`src/rtl/vein_pkg.sv`:
```
// Shared definitions for the vein frame sequencer: state encoding, default
// sizing and a width helper used by the top level.
package vein_pkg;

  localparam int IMG_PIX_DEF  = 3072;
  localparam int RES_N_DEF    = 256;
  localparam int ADDR_W_DEF   = 12;
  localparam int CONV_TMO_DEF = 4095;
  localparam int FRAME_CNT_W  = 8;

  typedef enum logic [2:0] {
    ST_IDLE       = 3'd0,
    ST_SAVE       = 3'd1,
    ST_CONV_START = 3'd2,
    ST_CONV_WAIT  = 3'd3,
    ST_SEND       = 3'd4,
    ST_DONE       = 3'd5
  } state_e;

  // Bits needed to hold any value in 0..max_val (never less than one).
  function automatic int cnt_width(input int max_val);
    return (max_val < 2) ? 1 : $clog2(max_val + 1);
  endfunction

endpackage

```
`src/rtl/seq_counter.sv`:
```
// Generic up-counter with synchronous clear, count enable and a terminal-count
// flag; it wraps to zero when enabled at MAX.
module seq_counter #(
  parameter int W   = 8,
  parameter int MAX = 255
) (
  input  logic         clk,
  input  logic         rst,
  input  logic         clr,
  input  logic         en,
  output logic [W-1:0] count,
  output logic         at_max
);

  assign at_max = (count == W'(MAX));

  // NOTE: sequential state is written with <= so every flop samples the
  // pre-edge values; blocking assignments here would create order-dependent
  // behaviour between processes.
  always_ff @(posedge clk or posedge rst) begin
    if (rst) begin
      count <= '0;
    end else if (clr) begin
      count <= '0;
    end else if (en) begin
      count <= at_max ? '0 : count + W'(1);
    end
  end

endmodule

```
`src/rtl/vein_frame_sequencer.sv`:
```
// Frame sequencer: captures one sensor frame, launches the convolution engine,
// then streams the result buffer downstream with a valid/ready handshake.
module vein_frame_sequencer
  import vein_pkg::*;
#(
  parameter int IMG_PIX  = IMG_PIX_DEF,
  parameter int RES_N    = RES_N_DEF,
  parameter int ADDR_W   = ADDR_W_DEF,
  parameter int CONV_TMO = CONV_TMO_DEF
) (
  input  logic                   clk,
  input  logic                   rst,
  input  logic                   trigger,
  input  logic                   abort,
  input  logic                   pix_valid,
  output logic                   wr_en,
  output logic [ADDR_W-1:0]      wr_addr,
  output logic                   conv_start,
  input  logic                   conv_done,
  output logic                   tx_valid,
  input  logic                   tx_ready,
  output logic [ADDR_W-1:0]      tx_addr,
  output logic                   busy,
  output logic                   err,
  output logic [FRAME_CNT_W-1:0] frame_cnt
);

  localparam int TMO_W = cnt_width(CONV_TMO);

  state_e           state;
  state_e           state_nxt;
  logic             start_frame;
  logic             tx_accept;
  logic             tmo_tick;
  logic             tmo_expired;
  logic             wr_last;
  logic             tx_last;
  logic             tmo_last;
  logic [TMO_W-1:0] tmo_cnt_unused;

  // Abort outranks trigger, so a simultaneous pair leaves the frame unstarted.
  assign start_frame = (state == ST_IDLE) && trigger && !abort;
  assign tx_accept   = tx_valid && tx_ready;
  assign tmo_tick    = (state == ST_CONV_WAIT) && !conv_done;
  // Terminal at CONV_TMO-1: the tick that would reach CONV_TMO is the timeout.
  assign tmo_expired = tmo_tick && tmo_last;
  assign busy        = (state != ST_IDLE);

  seq_counter #(
    .W   (ADDR_W),
    .MAX (IMG_PIX - 1)
  ) u_wr_cnt (
    .clk    (clk),
    .rst    (rst),
    .clr    (start_frame),
    .en     (wr_en),
    .count  (wr_addr),
    .at_max (wr_last)
  );

  seq_counter #(
    .W   (ADDR_W),
    .MAX (RES_N - 1)
  ) u_tx_cnt (
    .clk    (clk),
    .rst    (rst),
    .clr    (start_frame),
    .en     (tx_accept),
    .count  (tx_addr),
    .at_max (tx_last)
  );

  // Only the terminal flag of the timeout counter drives any decision.
  seq_counter #(
    .W   (TMO_W),
    .MAX (CONV_TMO - 1)
  ) u_tmo_cnt (
    .clk    (clk),
    .rst    (rst),
    .clr    (start_frame),
    .en     (tmo_tick),
    .count  (tmo_cnt_unused),
    .at_max (tmo_last)
  );

  always_ff @(posedge clk or posedge rst) begin
    if (rst) begin
      state <= ST_IDLE;
    end else begin
      state <= state_nxt;
    end
  end

  // NOTE: every signal assigned in this block gets a default first, so no
  // path through the case statement can leave one unassigned and infer a latch.
  always_comb begin
    state_nxt  = state;
    wr_en      = 1'b0;
    conv_start = 1'b0;
    tx_valid   = 1'b0;

    unique case (state)
      ST_IDLE: begin
        if (trigger) state_nxt = ST_SAVE;
      end
      ST_SAVE: begin
        wr_en = pix_valid;
        if (pix_valid && wr_last) state_nxt = ST_CONV_START;
      end
      ST_CONV_START: begin
        conv_start = 1'b1;
        state_nxt  = ST_CONV_WAIT;
      end
      ST_CONV_WAIT: begin
        if (conv_done)     state_nxt = ST_SEND;
        else if (tmo_last) state_nxt = ST_IDLE;
      end
      ST_SEND: begin
        tx_valid = 1'b1;
        if (tx_ready && tx_last) state_nxt = ST_DONE;
      end
      ST_DONE: begin
        state_nxt = ST_IDLE;
      end
      default: begin
        state_nxt = ST_IDLE;
      end
    endcase

    if (abort) state_nxt = ST_IDLE;
  end

  always_ff @(posedge clk or posedge rst) begin
    if (rst) begin
      err       <= 1'b0;
      frame_cnt <= '0;
    end else begin
      if (start_frame) begin
        err <= 1'b0;
      end else if (tmo_expired && !abort) begin
        err <= 1'b1;
      end
      if ((state == ST_DONE) && !abort) begin
        frame_cnt <= frame_cnt + FRAME_CNT_W'(1);
      end
    end
  end

endmodule

```
`config.mk`:
```
export PLATFORM = sky130hd
export DESIGN_NAME = vein_frame_sequencer
export DESIGN_NICKNAME = d
export VERILOG_FILES = /design/src/rtl/vein_pkg.sv /design/src/rtl/seq_counter.sv /design/src/rtl/vein_frame_sequencer.sv
export SDC_FILE = /design/constraint.sdc
export NUM_CORES = 1
export LEC_CHECK = 0
export ABC_CLOCK_PERIOD_IN_PS = 5200
export CAP_MARGIN = 0
export CORE_UTILIZATION = 58
export DETAILED_ROUTE_END_ITERATION = 16
export PLACE_DENSITY = 0.95
export SLEW_MARGIN = 20
export SYNTH_ARGS = -nofsm -noshare
export SYNTH_HDL_FRONTEND = slang
export SYNTH_SLANG_ARGS = --single-unit
```
`constraint.sdc`:
```
create_clock -name clk -period 5.2 [get_ports clk]
set_input_delay 1.04 -clock clk [delete_from_list [all_inputs] [get_ports clk]]
set_output_delay 1.04 -clock clk [all_outputs]
set_load 0.05 [all_outputs]
```
==> results.py <==
metrics = {
    "sta": {
        "relSlewSlack_pct": 39.79,
        "timing.final.crit_share_pct": 70.96,
        "fmaxAchievable_mhz": 271.0,
        "hold_viol": 0,
        "fin_skew_ns": 0.006469,
        "worst_slew_pin_slew_ns": 0.8910,
        "worst_slack_ns": 1.510,
        "rsz0062_at_grt": "false",
        "setup_viol": 0,
        "period_needed_ns": 3.690,
        "finalSetupTns_ns": 0,
        "slew_viol_final": 0,
    },
    "floorplan": {
        "die_h_um": 70.31,
        "num_io_pins": 44,
        "core_area_um2": 4414,
        "die_x_um": 70.31,
        "die_area_um2": 4944,
        "rows": 24,
        "start_util_pct": 61.31,
    },
    "hold_path": {
        "worstHoldPathCells": 1,
        "holdPathEnd": "frame_cnt[7]$_DFFE_PP0P_",
        "min_from": "frame_cnt[7]$_DFFE_PP0P_",
        "hold_class": "reg2reg",
    },
    "place": {
        "dp_worst_setup_slack_ns": 1.528,
        "routabilityCongestion": 0.8525,
        "portBuffers": 43,
        "dp_hpwl_mm": 4.455,
    },
    "critical_path": {
        "cp_slowest_stage_delay_ns": 0.82,
        "worstSetupEndpointType": "output pin",
        "cp_top_family": "buffers and inverters",
        "criticalPathCategory": "in2out",
        "crit_chain": "clkdlybuf4s50_1 > and4bb_2 > clkdlybuf4s50_1",
        "cp.arrival_ns": 2.65,
        "rr_endpoint": "u_wr_cnt.count[3]$_DFFE_PP0P_",
        "reg2reg_depth": 4,
        "r2r_start": "state[2]$_DFFE_PP0P_",
        "crit_top_cell": "clkdlybuf4s50_1",
        "reg2reg_slack_ns": 2.54,
        "critPathSlowestCell": "clkdlybuf4s50_1",
        "critPathLaunchType": "primary input",
        "cp_max_fo": 4,
        "path_buf_inv": 2,
        "cp.depth": 3,
        "worstPathRequired_ns": 4.16,
    },
    "yosys": {
        "ys_warn_count": 0,
        "ys_seq_area_share_pct": 44.38,
        "synth_compound_area_share_pct": 17.43,
        "ys.flop_type": "dfrtp_1",
        "muxShareOfSynthArea_pct": 0.4161,
        "synth_xor_area_share_pct": 5.502,
        "synth.distinct_cells": 49,
        "yosysTopAreaCellShare_pct": 44.38,
        "synth-seq-cells": 48,
        "postSynthAreaPerCell_um2": 9.300,
        "ys_top_cells_by_area": "dfrtp_1 (44%), o21ai_0 (4.1%), nand2_1 (4.0%)",
        "synth_top_area_cell": "dfrtp_1",
        "synthSimpleGateAreaFrac_pct": 26.58,
        "syn_nets": 303,
        "yosys.area_share.adder_pct": 2.312,
        "synth-edff-count": 0,
        "syn_inst": 291,
        "synth_top_family_by_area": "simple AND/OR/NAND/NOR gates",
        "async_flop_share_pct": 100.0,
        "syn_area_um2": 2706,
    },
    "drt": {
        "via_per_inst": 6.459,
        "drcViolationCount": 0,
        "wirelength_mm": 6.363,
        "wire_per_inst_um": 16.70,
        "drt_iter0_drc": 248,
        "vias": 2461,
        "dr.pass1.iters": 4,
        "antenna_left": 0,
    },
    "final_layout": {
        "mostFrequentLayoutCells": "dfrtp_1 (48), clkdlybuf4s50_1 (43), nand2_1 (29)",
        "final_common_cell": "dfrtp_1",
        "area_growth_pct": 19.23,
        "utilization_pct": 73.10,
        "diodes": 0,
        "fin_nets": 341,
        "drive_gt1_share_pct": 4.255,
    },
    "global_route": {
        "gr-total-overflow": 0,
        "grt_pass1_vias": 2264,
        "grt_util_all_layers_pct": 27.32,
        "antenna_found_initial": 0,
        "grt_pass1_wl_mm": 10.88,
        "grt_max_degree": 49,
    },
    "power": {
        "cellPowerDensity_nw_per_um2": 328.8,
        "ir_drop_mv": 0.2390,
        "leakagePower_nw": 1.299,
    },
    "clocking": {
        "htreeDepth": 2,
        "clk_pin_slew_worst_paths_ns": 0.09,
        "numClockSinks": 48,
        "clk_path_buf_depth": 2,
        "cts_setup_buffers": 0,
        "clkLatencyLatePin_ns": 0.30,
        "cts_hold_buf": 0,
        "cts_resized": 0,
        "cts_made_buffers": 5,
        "cts_tree": "done",
        "root_buffer": "clkbuf_8",
    },
    "flow_run": {
        "maxCapViolCount": 0,
    },
    "outcome": {
        "outcome": "completed",
    },
}
## layer usage
metal | vias to the layer above | GRT usage (%) | part of all wire (%)
li1 | 1172 | - | -
met1 | 1194 | 37.05 | 43
met2 | 85 | 44.23 | 50
met3 | 10 | 4.906 | 5.6
met4 | 0 | 8.889 | 1.3
met5 | - | 0 | 0
## worst max-delay path by stage
stage / slack, ns / end / from
after detailed placement: 1.53 / wr_en / pix_valid
after floorplan: 2.28 / conv_start / state[2]$_DFFE_PP0P_
after global placement: 1.53 / wr_en / pix_valid
final: 1.51 / wr_en / pix_valid
after CTS: 1.52 / wr_en / pix_valid
after global routing: 1.50 / wr_en / pix_valid
## Yosys cell counts (2+ instances only)
cell type  count
a2111oi_0      3
a211oi_1       2
a21oi_1       15
a31oi_1        8
a32o_1         4
a32oi_1        2
and2_1         4
and3_1         6
and4_1         3
clkbuf_1      10
dfrtp_1       48
ha_1           5
inv_1         10
nand2_1       29
nand3_1       16
nand3b_1       2
nand4_1       13
nand4b_1       3
nor2_1        12
nor3_1         5
nor3b_1        3
nor4_1         2
nor4bb_1       3
o211ai_1       3
o21a_1         2
o21ai_0       22
o22ai_1        2
o31ai_1        2
o41a_1         2
or2_2          2
or3_1         10
or4_1          6
xnor2_1        9
xor2_1         8
## power by group
part	internal [mW]	leakage (nW)	switching [mW]	total [mW]
registers	0.423	0.652	0.0829	0.505
clock network	0.0917	0.0410	0.123	0.215
logic	0.118	0.606	0.222	0.341
total	0.633	1.30	0.429	1.06
## cell type report
| cell class | count | area (um^2) |
|---|---|---|
| repair buffers | 43 | 430.4 |
| clock buffers | 6 | 72.57 |
| well taps | 52 | 65.06 |
| multi-input cells | 221 | 1414 |
| inverters | 10 | 38.79 |
| clock inverters | 1 | 5.005 |
| flip-flops and latches | 48 | 1201 |
| fillers | 328 | 1187 |
## flip-flops by register name, indices dropped and copies added (netlist names)
name             count
u_tx_cnt.count      12
err                  1
frame_cnt            8
u_tmo_cnt.count     12
state                3
u_wr_cnt.count      12
## stage by stage
| stage | hold WS (ns) | power (mW) | cells | instance area [um^2] |
|---|---|---|---|---|
| after floorplan | 0.5098 | 0.7307 | 291 | 2706 |
| after global placement | 0.4564 | 0.8365 | 374 | 3148 |
| after detailed placement | 0.4870 | 0.8483 | 374 | 3148 |
| after CTS | 0.4986 | 1.061 | 381 | 3226 |
| after global routing | 0.5133 | 1.114 | 381 | 3227 |
| final | 0.4891 | 1.061 | 381 | 3227 |
## logic make-up after synthesis
logic type / after synthesis
AO/OA/AOI/OAI: 73
XOR/XNOR: 17
adder cells (fa/ha/maj): 5
buffers and inverters: 22
flip-flops: 48
multiplexers: 1
AND/OR/NAND/NOR: 125
No activity file was read; power rests on OpenSTA's default activity.
